$ cat config.mk
export PLATFORM = sky130hd
export DESIGN_NAME = gemm_accelerator_multi_lane_flat
export DESIGN_NICKNAME = d
export VERILOG_FILES = /design/src/rtl/gemm_accelerator_multi_lane_if.sv /design/src/rtl/gemm_accelerator_multi_lane.sv /design/src/flat_wrapper.sv
export SDC_FILE = /design/constraint.sdc
export NUM_CORES = 2
export LEC_CHECK = 0
export ABC_CLOCK_PERIOD_IN_PS = 9300
export BUFFER_PORTS_ARGS = -buffer_cell sky130_fd_sc_hd__buf_4
export CAP_MARGIN = 25
export CORE_AREA = 2 2 258 260
export CTS_CLUSTER_DIAMETER = 150
export CTS_CLUSTER_SIZE = 12
export DETAILED_ROUTE_END_ITERATION = 16
export DIE_AREA = 0 0 260 262
export GPL_TIMING_DRIVEN = 0
export PLACE_DENSITY = 0.78
export SYNTH_ARGS = -nofsm -noshare
export SYNTH_HDL_FRONTEND = slang
export SYNTH_SLANG_ARGS = --single-unit
$ cat constraint.sdc
create_clock -name clk_i -period 9.3 [get_ports clk_i]
set_input_delay 0.93 -clock clk_i [delete_from_list [all_inputs] [get_ports clk_i]]
set_output_delay 0.93 -clock clk_i [all_outputs]
set_load 0.01 [all_outputs]
$ cat src/rtl/gemm_accelerator_multi_lane_if.sv
// SRAM-side bundle of the multi-lane GeMM engine: A/B read ports and the lane-wide C write port.
interface gemm_accelerator_multi_lane_if #(
    parameter int unsigned InDataWidth  = 8,
    parameter int unsigned OutDataWidth = 32,
    parameter int unsigned AddrWidth    = 12,
    parameter int unsigned NumLanes     = 4
);
    logic [AddrWidth-1:0]             sram_a_addr_o;
    logic [AddrWidth-1:0]             sram_b_addr_o;
    logic [AddrWidth-1:0]             sram_c_addr_o;
    logic [InDataWidth-1:0]           sram_a_rdata_i;
    logic [NumLanes*InDataWidth-1:0]  sram_b_rdata_i;
    logic [NumLanes*OutDataWidth-1:0] sram_c_wdata_o;
    logic [NumLanes-1:0]              sram_c_we_o;

    modport master (
        output sram_a_addr_o, sram_b_addr_o, sram_c_addr_o, sram_c_wdata_o, sram_c_we_o,
        input  sram_a_rdata_i, sram_b_rdata_i
    );

    modport slave (
        input  sram_a_addr_o, sram_b_addr_o, sram_c_addr_o, sram_c_wdata_o, sram_c_we_o,
        output sram_a_rdata_i, sram_b_rdata_i
    );
endinterface

$ cat src/rtl/gemm_accelerator_multi_lane.sv
// Multi-lane GeMM engine: C = A x B with NumLanes MAC lanes across N, one (m,nb,k) step per cycle.
// Optional macro GEMM_SAT_ACC_EN: saturating lane accumulators plus a sticky sat_o flag.

module gemm_mac_lane #(
    parameter int unsigned InDataWidth  = 8,
    parameter int unsigned OutDataWidth = 32
) (
    input  logic                          clk_i,
    input  logic                          rst_ni,
    input  logic                          en_i,
    input  logic                          first_i,
    input  logic signed [InDataWidth-1:0] a_i,
    input  logic signed [InDataWidth-1:0] b_i,
    output logic [OutDataWidth-1:0]       acc_o
`ifdef GEMM_SAT_ACC_EN
    ,
    output logic                          sat_o
`endif
);
    localparam int unsigned PW = 2 * InDataWidth;

    logic signed [PW-1:0]           prod;
    logic signed [OutDataWidth-1:0] prod_ext;
    logic signed [OutDataWidth-1:0] base;
    logic signed [OutDataWidth-1:0] acc_q;
    logic signed [OutDataWidth-1:0] acc_d;

    assign prod     = PW'(a_i) * PW'(b_i);
    assign prod_ext = OutDataWidth'(prod);
    // k==0 restarts the block instead of adding to the previous block's result
    assign base     = first_i ? '0 : acc_q;

`ifdef GEMM_SAT_ACC_EN
    logic signed [OutDataWidth:0] sum;
    logic                         ovf;

    assign sum = (OutDataWidth+1)'(base) + (OutDataWidth+1)'(prod_ext);
    assign ovf = sum[OutDataWidth] ^ sum[OutDataWidth-1];

    always_comb begin
        acc_d = sum[OutDataWidth-1:0];
        if (ovf) acc_d = sum[OutDataWidth] ? {1'b1, {(OutDataWidth-1){1'b0}}}
                                           : {1'b0, {(OutDataWidth-1){1'b1}}};
    end

    assign sat_o = en_i & ovf;
`else
    assign acc_d = base + prod_ext;
`endif

    always_ff @(posedge clk_i or negedge rst_ni) begin
        if (!rst_ni)   acc_q <= '0;
        else if (en_i) acc_q <= acc_d;
    end

    assign acc_o = acc_q;
endmodule

module gemm_accelerator_multi_lane #(
    parameter int unsigned InDataWidth   = 8,
    parameter int unsigned OutDataWidth  = 32,
    parameter int unsigned AddrWidth     = 12,
    parameter int unsigned SizeAddrWidth = 8,
    parameter int unsigned NumLanes      = 4
) (
    input  logic                         clk_i,
    input  logic                         rst_ni,
    input  logic                         start_i,
    input  logic [SizeAddrWidth-1:0]     M_size_i,
    input  logic [SizeAddrWidth-1:0]     K_size_i,
    input  logic [SizeAddrWidth-1:0]     N_size_i,
    gemm_accelerator_multi_lane_if.master sram,
    output logic                         busy_o,
    output logic                         done_o
`ifdef GEMM_SAT_ACC_EN
    ,
    output logic                         sat_o
`endif
);
    localparam int unsigned LaneShift = $clog2(NumLanes);
    localparam int unsigned STAGES    = 2;

    typedef enum logic [1:0] {IDLE = 2'd0, RUN = 2'd1, DRAIN = 2'd2, DONE = 2'd3} state_e;

    typedef struct packed {
        logic                 last;
        logic [AddrWidth-1:0] c_addr;
        logic [NumLanes-1:0]  mask;
    } blk_tag_t;

    state_e state_q, state_d;
    logic   drain_q;

    logic [SizeAddrWidth-1:0] m_sz, k_sz, n_sz, nb_sz;
    logic [SizeAddrWidth-1:0] m_cnt, k_cnt, nb_cnt, n_left;
    logic [SizeAddrWidth:0]   n_round;
    logic [SizeAddrWidth-1:0] nb_in;
    logic [AddrWidth-1:0]     a_addr, a_row, b_addr, c_addr;
    logic                     last_k, last_nb, last_m, size_zero;

    logic [STAGES:0] vld_pipe;
    blk_tag_t        tag_issue, tag_d, tag_w;
    logic            first_d;
    logic            wr_en;

    logic [NumLanes-1:0][InDataWidth-1:0]  b_lanes;
    logic [NumLanes-1:0][OutDataWidth-1:0] acc_lanes;

    assign n_round   = {1'b0, N_size_i} + (SizeAddrWidth+1)'(NumLanes - 1);
    assign nb_in     = SizeAddrWidth'(n_round >> LaneShift);
    assign size_zero = (M_size_i == '0) || (K_size_i == '0) || (N_size_i == '0);

    assign last_k  = (k_cnt  == k_sz  - SizeAddrWidth'(1));
    assign last_nb = (nb_cnt == nb_sz - SizeAddrWidth'(1));
    assign last_m  = (m_cnt  == m_sz  - SizeAddrWidth'(1));

    always_ff @(posedge clk_i or negedge rst_ni) begin
        if (!rst_ni) state_q <= IDLE;
        else         state_q <= state_d;
    end

    always_comb begin
        state_d = state_q;
        case (state_q)
            IDLE:    if (start_i) state_d = size_zero ? DONE : RUN;
            RUN:     if (last_k && last_nb && last_m) state_d = DRAIN;
            DRAIN:   if (drain_q) state_d = DONE;
            DONE:    state_d = IDLE;
            default: state_d = IDLE;
        endcase
    end

    // Loop counters and incrementally maintained addresses (no multipliers on the address path)
    always_ff @(posedge clk_i or negedge rst_ni) begin
        if (!rst_ni) begin
            m_sz   <= '0;
            k_sz   <= '0;
            n_sz   <= '0;
            nb_sz  <= '0;
            m_cnt  <= '0;
            k_cnt  <= '0;
            nb_cnt <= '0;
            n_left <= '0;
            a_addr <= '0;
            a_row  <= '0;
            b_addr <= '0;
            c_addr <= '0;
        end else if (state_q == IDLE) begin
            if (start_i) begin
                m_sz   <= M_size_i;
                k_sz   <= K_size_i;
                n_sz   <= N_size_i;
                nb_sz  <= nb_in;
                m_cnt  <= '0;
                k_cnt  <= '0;
                nb_cnt <= '0;
                n_left <= N_size_i;
                a_addr <= '0;
                a_row  <= '0;
                b_addr <= '0;
                c_addr <= '0;
            end
        end else if (state_q == RUN) begin
            if (!last_k) begin
                k_cnt  <= k_cnt + SizeAddrWidth'(1);
                a_addr <= a_addr + AddrWidth'(1);
                b_addr <= b_addr + AddrWidth'(nb_sz);
            end else begin
                k_cnt  <= '0;
                c_addr <= c_addr + AddrWidth'(1);
                if (!last_nb) begin
                    nb_cnt <= nb_cnt + SizeAddrWidth'(1);
                    n_left <= n_left - SizeAddrWidth'(NumLanes);
                    a_addr <= a_row;
                    b_addr <= AddrWidth'(nb_cnt) + AddrWidth'(1);
                end else begin
                    nb_cnt <= '0;
                    n_left <= n_sz;
                    m_cnt  <= m_cnt + SizeAddrWidth'(1);
                    a_addr <= a_addr + AddrWidth'(1);
                    a_row  <= a_addr + AddrWidth'(1);
                    b_addr <= '0;
                end
            end
        end
    end

    always_comb begin
        tag_issue        = '0;
        tag_issue.last   = last_k;
        tag_issue.c_addr = c_addr;
        for (int l = 0; l < NumLanes; l++) tag_issue.mask[l] = (32'(n_left) > l);
    end

    // vld_pipe[0]: issue, [1]: data/MAC, [2]: C write
    always_ff @(posedge clk_i or negedge rst_ni) begin
        if (!rst_ni) begin
            vld_pipe <= '0;
            drain_q  <= 1'b0;
            tag_d    <= '0;
            tag_w    <= '0;
            first_d  <= 1'b0;
        end else begin
            vld_pipe <= {vld_pipe[STAGES-1:0], state_d == RUN};
            drain_q  <= (state_q == DRAIN) && !drain_q;
            tag_d    <= tag_issue;
            tag_w    <= tag_d;
            first_d  <= (k_cnt == '0);
        end
    end

    assign b_lanes = sram.sram_b_rdata_i;

`ifdef GEMM_SAT_ACC_EN
    logic [NumLanes-1:0] lane_sat;
    logic                sat_q;

    always_ff @(posedge clk_i or negedge rst_ni) begin
        if (!rst_ni)                             sat_q <= 1'b0;
        else if (state_q == IDLE && start_i)     sat_q <= 1'b0;
        else if (|(lane_sat & tag_d.mask))       sat_q <= 1'b1;
    end

    assign sat_o = sat_q;
`endif

    for (genvar l = 0; l < NumLanes; l++) begin : g_lane
        gemm_mac_lane #(
            .InDataWidth (InDataWidth),
            .OutDataWidth(OutDataWidth)
        ) u_lane (
            .clk_i  (clk_i),
            .rst_ni (rst_ni),
            .en_i   (vld_pipe[1]),
            .first_i(first_d),
            .a_i    (sram.sram_a_rdata_i),
            .b_i    (b_lanes[l]),
            .acc_o  (acc_lanes[l])
`ifdef GEMM_SAT_ACC_EN
            ,
            .sat_o  (lane_sat[l])
`endif
        );
    end

    // The accumulators still hold the finished block during the write cycle,
    // even when the next block's k==0 MAC lands in the same cycle.
    assign wr_en = vld_pipe[2] & tag_w.last;

    assign sram.sram_a_addr_o  = vld_pipe[0] ? a_addr : '0;
    assign sram.sram_b_addr_o  = vld_pipe[0] ? b_addr : '0;
    assign sram.sram_c_addr_o  = wr_en ? tag_w.c_addr : '0;
    assign sram.sram_c_we_o    = wr_en ? tag_w.mask : '0;
    assign sram.sram_c_wdata_o = wr_en ? acc_lanes : '0;

    assign busy_o = (state_q != IDLE);
    assign done_o = (state_q == DONE);
endmodule

$ cat src/flat_wrapper.sv
// flat-port wrapper written by rule: the top's interface ports become plain ports
module gemm_accelerator_multi_lane_flat 
#(
    parameter int unsigned InDataWidth   = 8,
    parameter int unsigned OutDataWidth  = 32,
    parameter int unsigned AddrWidth     = 12,
    parameter int unsigned SizeAddrWidth = 8,
    parameter int unsigned NumLanes      = 4
)
  (clk_i, rst_ni, start_i, M_size_i, K_size_i, N_size_i, busy_o, done_o, sram_sram_a_addr_o, sram_sram_b_addr_o, sram_sram_c_addr_o, sram_sram_c_wdata_o, sram_sram_c_we_o, sram_sram_a_rdata_i, sram_sram_b_rdata_i);
  gemm_accelerator_multi_lane_if #(.InDataWidth(InDataWidth), .OutDataWidth(OutDataWidth), .AddrWidth(AddrWidth), .NumLanes(NumLanes)) sram_i ();
  input  logic clk_i;
  input  logic rst_ni;
  input  logic start_i;
  input  logic [SizeAddrWidth-1:0] M_size_i;
  input  logic [SizeAddrWidth-1:0] K_size_i;
  input  logic [SizeAddrWidth-1:0] N_size_i;
  output logic busy_o;
  output logic done_o;
  output wire logic [$bits(sram_i.sram_a_addr_o)-1:0] sram_sram_a_addr_o;
  output wire logic [$bits(sram_i.sram_b_addr_o)-1:0] sram_sram_b_addr_o;
  output wire logic [$bits(sram_i.sram_c_addr_o)-1:0] sram_sram_c_addr_o;
  output wire logic [$bits(sram_i.sram_c_wdata_o)-1:0] sram_sram_c_wdata_o;
  output wire logic [$bits(sram_i.sram_c_we_o)-1:0] sram_sram_c_we_o;
  input wire logic [$bits(sram_i.sram_a_rdata_i)-1:0] sram_sram_a_rdata_i;
  input wire logic [$bits(sram_i.sram_b_rdata_i)-1:0] sram_sram_b_rdata_i;
  assign sram_sram_a_addr_o = sram_i.sram_a_addr_o;
  assign sram_sram_b_addr_o = sram_i.sram_b_addr_o;
  assign sram_sram_c_addr_o = sram_i.sram_c_addr_o;
  assign sram_sram_c_wdata_o = sram_i.sram_c_wdata_o;
  assign sram_sram_c_we_o = sram_i.sram_c_we_o;
  assign sram_i.sram_a_rdata_i = sram_sram_a_rdata_i;
  assign sram_i.sram_b_rdata_i = sram_sram_b_rdata_i;
  gemm_accelerator_multi_lane #(.InDataWidth(InDataWidth), .OutDataWidth(OutDataWidth), .AddrWidth(AddrWidth), .SizeAddrWidth(SizeAddrWidth), .NumLanes(NumLanes)) u_core (.clk_i(clk_i), .rst_ni(rst_ni), .start_i(start_i), .M_size_i(M_size_i), .K_size_i(K_size_i), .N_size_i(N_size_i), .sram(sram_i), .busy_o(busy_o), .done_o(done_o));
endmodule
; ---- Yosys cells after proc, flatten, opt, wreduce, memory -nomap -nowiden
; Cells that the tools add are included.
[totals]
wordCells = 124
regBits = 280
latchBits = 0
ramBits = 0
n_memories = 0
in_bits = 67
mem_bits_ro = 0
[op_classes]
n_eq_ne = 8
bitwise = 1
n_lt_le_gt_ge = 4
mux = 46
addsub = 16
div = 0
shift = 0
n_reduce_logical = 19
mul = 4
[ops]
columns = op, n
row1 = two-way mux 12 bit, 18
row2 = two-way mux 8 bit, 17
row3 = adder 32 x 16 -> 32 bit, 4
row4 = two-way mux 128 bit, 1
row5 = two-way mux 32 bit, 4
row6 = multiplier 8 x 8 -> 16 bit, 4
row7 = zero test 8 bit, 4
row8 = adder 12 x 1 -> 12 bit (second input constant), 2
row9 = adder 8 x 1 -> 8 bit (second input constant), 3
row10 = equality test 8 bit, 3
row11 = > comparator 8 x 1 -> 1 bit (second input constant), 2
row12 = > comparator 8 x 2 -> 1 bit (second input constant), 2
row13 = subtractor 8 x 1 -> 8 bit (second input constant), 2
row14 = adder 12 x 7 -> 12 bit, 1
row15 = adder 8 x 1 -> 9 bit (second input constant), 1
row16 = adder 8 x 2 -> 9 bit (second input constant), 1
row17 = two-way mux 2 bit, 4
row18 = one-hot mux 2 bit (4 select lines), 1
row19 = nonzero test 2 bit, 4
row20 = subtractor 7 x 1 -> 8 bit (second input constant), 1
row21 = subtractor 8 x 3 -> 8 bit (second input constant), 1
row22 = equality test 2 x 1 -> 1 bit (second input constant), 2
row23 = equality test 2 bit (second input constant), 2
row24 = two-way mux 4 bit, 1
row25 = 9 further kinds, 13

; ---- Longest topological paths before layout
[depth]
depth_word = 7
mapped_depth = 25
mapped_depth_nobuf = 22

; ---- Modules after synthesis
; Synthesis repeated with hierarchy kept, for this count alone.
[hier_totals]
cells_unflattened = 3619
hier_area_um2 = 36207.2
[by_module_without_submodules]
columns = mod, seq_area_each_um2, cells_each, instances, area_each_um2
row1 = gemm_accelerator_multi_lane, 3803.6, 982, 1, 8767.2
row2 = gemm_mac_lane (u_core.g_lane[2].u_lane), 800.8, 694, 1, 7046.8
row3 = gemm_mac_lane (u_core.g_lane[3].u_lane), 800.8, 656, 1, 6827.8
row4 = gemm_mac_lane (u_core.g_lane[1].u_lane), 800.8, 658, 1, 6824.0
row5 = gemm_mac_lane (u_core.g_lane[0].u_lane), 800.8, 629, 1, 6741.5

; ---- Worst setup path after synthesis
; No wires, ideal clock.
[synth_path]
path_type = input -> register
from = in sram_sram_a_rdata_i[7]
to = reg u_core.g_lane[2].u_lane.acc_q[31]
cell_stages = 20
slack_ns = 1.919
arrival_ns = 7.257
setup_ns = 0.125
required_ns = 9.175
path_cell_list = clkbuf_1 and2_1 inv_1 fa_1 inv_1 fa_1 inv_1 fa_1 inv_1 fa_1 ha_1 ha_1 a211o_1 a22o_1 o21ai_0 or3b_2 a221o_1 o31ai_1 xnor2_1 mux2_2
[synth_via]
elab_chain_cells = 2
[synth_lines]
columns = item, line_no
row1 = from (decl), flat_wrapper.sv:25  ; input wire logic [$bits(sram_i.sram_a_rdata_i)-1:0] sram_sram_a_rdata_i;
row2 = multiplier 8 x 8 -> 16 bit, gemm_accelerator_multi_lane.sv:28  ; assign prod = PW'(a_i) * PW'(b_i);
row3 = adder 32 x 16 -> 32 bit, gemm_accelerator_multi_lane.sv:48  ; assign acc_d = base + prod_ext;
row4 = to (signal assigned), gemm_accelerator_multi_lane.sv:52  ; if (!rst_ni) acc_q <= '0;
row5 = to (signal assigned), gemm_accelerator_multi_lane.sv:53  ; else if (en_i) acc_q <= acc_d;
row6 = to (decl), gemm_accelerator_multi_lane.sv:25  ; logic signed [OutDataWidth-1:0] acc_q;
; No other way between the ends.
; A chain may end at the register's enable or synchronous reset.

; ---- Worst setup path after layout
[layout_path]
from = in sram_sram_a_rdata_i[7]
to = reg u_core.g_lane[0].u_lane.acc_q[31]
[layout_via]
elab_chain_cells = 2
[layout_lines]
columns = item, line_no
row1 = multiplier 8 x 8 -> 16 bit, gemm_accelerator_multi_lane.sv:28
row2 = adder 32 x 16 -> 32 bit, gemm_accelerator_multi_lane.sv:48
row3 = to (signal assigned), gemm_accelerator_multi_lane.sv:52
row4 = to (signal assigned), gemm_accelerator_multi_lane.sv:53
row5 = to (decl), gemm_accelerator_multi_lane.sv:25
; No other way between the ends.

==> results by group <==
Setup path
  • Critical path cell sequence: buf_4 > clkbuf_1 > clkbuf_1 > nand2_1 > fa_1 > fa_1 > inv_1 > fa_1 > fa_1 > ha_1 > ha_1 > a2111oi_0 > a211o_1 > a31oi_1 > a221o_1 > a311oi_1 > xnor2_1 > o2bb2ai_1 > a311o_1
  • Most Frequent Cell on Critical Path: sky130_fd_sc_hd__fa_1
  • Startpoint Class: input pin
  • Critical path endpoint category: register
  • Required time reported for the critical path endpoint: a little under 10,000 ps
  • Peak fanout along the critical path: 13
  • Largest stage delay on the critical path: about 690 ps
  • Cell type group with the largest total delay on the critical path: adder cells
  • Critical path's slowest cell: sky130_fd_sc_hd__fa_1
  • Path type of the worst setup path: in -> reg
  • Worst Path Arrival: about 8800 ps
  • Number of buffer and inverter instances along the worst setup path: 4

STA
  • Slew at the pin closest to its max-slew limit: ~1200 ps
  • Max Transition Viols Final: 0
  • Unrepaired setup endpoints after global routing: false
  • Portion of the clock cycle consumed by the worst path in the final layout: 0.8952
  • Fin crit period: 8325 ps
  • FMAX: 120.1 MHz
  • Final-layout setup total negative slack: 0 ps
  • Post-route setup slack: 974.9 ps
  • Final count of negative-setup-slack endpoints: 0
  • Clock skew after layout: about 60 ps
  • Hold slack final: roughly 350 ps
  • Relative slew slack: 0.1783
  • Final number of hold-violating endpoints: 0

Clock network
  • Clock buffers created by TritonCTS: 27
  • TritonCTS clock tree: done
  • Largest buffer count on any clock path: 3
  • Root Buffer: sky130_fd_sc_hd__clkbuf_16
  • Clock sink count: 280
  • Buffer count from post-CTS setup fixing: 0
  • Clock latency at the later pin of the worst-skew pair: ~630 ps
  • Count of hold buffers inserted by post-cts repair: 0
  • Clock slew at reported path FFs: approximately 70 ps
  • Gates resized, CTS repair: 0
  • H-Tree Depth: 1

Die
  • Vertical die dimension: approximately 260 µm
  • Starting utilization of the core area: 0.5379
  • Number of top-level design ports: ~240
  • Area of the die: 0.06812 mm²
  • Rows: 94
  • Placeable core area: approximately 0.065 mm²
  • Die X-Extent: ~260 µm

Global routing
  • Vias in the first global route: 27,736
  • Final global-route overflow total: 0
  • GRT Resource Usage Total: 0.2838
  • Global-route wire length before repair: 150,600 µm
  • Pin count of the biggest net entering global routing: around 110
  • Antenna violations before repair: 9

Logic synthesis
  • Average size of a mapped cell: 10.05 µm²
  • Post-synth design cell area: between 0.03 and 0.04 mm²
  • Number of enable flip-flop cells after synthesis: 0
  • Number of instances in the synthesized netlist: 3,494
  • Distinct cells, synth: 81
  • Top_reg_cell synth: sky130_fd_sc_hd__dfrtp_1
  • Yosys warning total: 0
  • Synthesized netlist net count: around 4,400
  • Async set or reset register ratio after synthesis: 1.000
  • Yosys reg bits: between 200 and 300
  • Sequential area share after synthesis: 0.1996

Route
  • Vias after detailed routing: 26,321
  • Total iterations of the first detailed-routing run: 5
  • Final ANT Viol Nets: 0
  • DRC violations left: 0
  • Routed Wire Length: just over 90,000 µm
  • Detail-routed net length per standard cell: ~20 µm
  • Number of design-rule violations left by the first detailed-router iteration: about 1,700
  • Via density per instance: roughly 5.7

Placement
  • Post-Place Worst Slack: 459.9 ps
  • Placer's final routability congestion estimate: roughly 0.95
  • Quantity of I/O buffers inserted on ports: ~230
  • Dpl hpwl: between 70,000 and 80,000 µm

Layout
  • Layout cell share with drive strength beyond 1: 0.1066
  • Most common library cell in the layout ignoring fill and taps: sky130_fd_sc_hd__fa_1
  • Fillers: roughly 5,400
  • Final-stage net count: 4,679
  • Most frequent cells in the layout: sky130_fd_sc_hd__fa_1, sky130_fd_sc_hd__inv_1, sky130_fd_sc_hd__nand2_1
  • Area Overhead vs Synth: 11.00%

Worst hold path
  • Tightest Hold Check Type: reg -> reg

Status
  • Outcome: finished, final reports clean

Run
  • Max-cap violations: 0
-- worst register-to-register path: stages, from the launching register on --
cell,delay (ps)
sky130_fd_sc_hd__dfrtp_1,390
sky130_fd_sc_hd__clkbuf_1,410
sky130_fd_sc_hd__inv_1,260
sky130_fd_sc_hd__clkbuf_1,540
sky130_fd_sc_hd__buf_1,670
sky130_fd_sc_hd__nand2_1,180
sky130_fd_sc_hd__fa_1,600
sky130_fd_sc_hd__inv_1,60
sky130_fd_sc_hd__fa_1,510
sky130_fd_sc_hd__inv_1,60
sky130_fd_sc_hd__fa_1,530
sky130_fd_sc_hd__inv_1,50
sky130_fd_sc_hd__fa_1,430
sky130_fd_sc_hd__ha_1,280
sky130_fd_sc_hd__ha_1,320
sky130_fd_sc_hd__nor2b_1,150
sky130_fd_sc_hd__o21ai_0,250
sky130_fd_sc_hd__a21boi_0,310
sky130_fd_sc_hd__o311ai_0,510
sky130_fd_sc_hd__nand3_1,280
sky130_fd_sc_hd__a221oi_1,610
sky130_fd_sc_hd__o21ai_0,320
sky130_fd_sc_hd__xor2_1,200
sky130_fd_sc_hd__mux2_2,280
-- through the flow --
stage,area (µm²),instances,utilization
after floorplan,35110,3494,-
after global placement,37930,4590,0.5811
after detailed placement,38200,4605,0.5852
after CTS,38950,4635,0.5968
after global routing,38960,4636,0.5968
final,38970,4641,0.5970
-- state kept, by name, summed over array words and instances, names as in the netlist, 12 cells and up --
register                    count
u_core.tag_w                   17
u_core.a_addr                  12
u_core.tag_d                   17
u_core.a_row                   12
u_core.g_lane.u_lane.acc_o    128
u_core.b_addr                  12
u_core.c_addr                  12
-- worst paths after layout --
| kind | startpoint | cells after the start | to | slack [ps] |
|---|---|---|---|---|
| hold reg to reg | u_core.tag_d[16] | 0 | u_core.tag_w[16] | 350 |
| min in group asynchronous | rst_ni | 1 | u_core.g_lane[0].u_lane.acc_o[16] | 360 |
| setup reg to reg | u_core.first_d | 23 | u_core.g_lane[1].u_lane.acc_o[28] | 1050 |
| setup / recovery | sram_sram_a_rdata_i[7] | 19 | u_core.g_lane[0].u_lane.acc_o[31] | 970 |
| hold / removal | u_core.tag_d[16] | 0 | u_core.tag_w[16] | 350 |
| max in group asynchronous | rst_ni | 2 | u_core.c_addr[5] | 7800 |
-- cell families after synthesis --
logic type | count (synthesis) | share of synthesized area
compound gates | 454 | 0.08436
xor+xnor | 201 | 0.05014
fa+ha+maj | 842 | 0.4166
buf+inv | 571 | 0.06133
flops | 280 | 0.1996
mux | 105 | 0.03339
simple gates | 1041 | 0.1546
-- cells in the mapped netlist (12+ instances only) --
| cell | count | share of area |
|---|---|---|
| sky130_fd_sc_hd__a21o_1 | 82 | 0.018 |
| sky130_fd_sc_hd__a21oi_1 | 114 | 0.016 |
| sky130_fd_sc_hd__and2_1 | 155 | 0.028 |
| sky130_fd_sc_hd__and3_1 | 161 | 0.029 |
| sky130_fd_sc_hd__clkbuf_1 | 120 | 0.013 |
| sky130_fd_sc_hd__dfrtp_1 | 280 | 0.20 |
| sky130_fd_sc_hd__fa_1 | 545 | 0.31 |
| sky130_fd_sc_hd__ha_1 | 297 | 0.11 |
| sky130_fd_sc_hd__inv_1 | 439 | 0.047 |
| sky130_fd_sc_hd__mux2_2 | 97 | 0.031 |
| sky130_fd_sc_hd__nand2_1 | 300 | 0.032 |
| sky130_fd_sc_hd__nand2b_1 | 16 | 0.0029 |
| sky130_fd_sc_hd__nand3_1 | 48 | 0.0068 |
| sky130_fd_sc_hd__nand4_1 | 15 | 0.0027 |
| sky130_fd_sc_hd__nor2_1 | 134 | 0.014 |
| sky130_fd_sc_hd__nor2b_1 | 113 | 0.020 |
| sky130_fd_sc_hd__nor3_1 | 33 | 0.0047 |
| sky130_fd_sc_hd__nor4_1 | 13 | 0.0023 |
| sky130_fd_sc_hd__o21a_1 | 23 | 0.0049 |
| sky130_fd_sc_hd__o21ai_0 | 104 | 0.015 |
| sky130_fd_sc_hd__o21bai_1 | 12 | 0.0026 |
| sky130_fd_sc_hd__o31ai_1 | 12 | 0.0026 |
| sky130_fd_sc_hd__xnor2_1 | 121 | 0.030 |
| sky130_fd_sc_hd__xor2_1 | 80 | 0.020 |
-- per-layer routing --
layer | vias to the layer above | share of wire | global-route usage
li1 | 11947 | - | -
met1 | 13241 | 0.40 | 0.3713
met2 | 930 | 0.47 | 0.4661
met3 | 193 | 0.083 | 0.06144
met4 | 10 | 0.044 | 0.1050
met5 | - | 0.00071 | 0
-- area by class of cell --
| type | instances | area (µm²) | area share |
|---|---|---|---|
| buffer | 130 | 498.0 | 0.01278 |
| sequential | 280 | 7007 | 0.1798 |
| inverter | 441 | 1655 | 0.04248 |
| timing repair buffer | 247 | 2003 | 0.05140 |
| antenna | 6 | 15.01 | 0.0003853 |
| clock inverter | 3 | 80.08 | 0.002055 |
| tap | 864 | 1081 | 0.02774 |
| multi-input combinational | 2643 | 25950 | 0.6660 |
| clock buffer | 27 | 675.6 | 0.01734 |
Power is left out: the tool's default activity adds up to more than one toggle a clock period on the data nets, which glitch-free logic cannot reach.
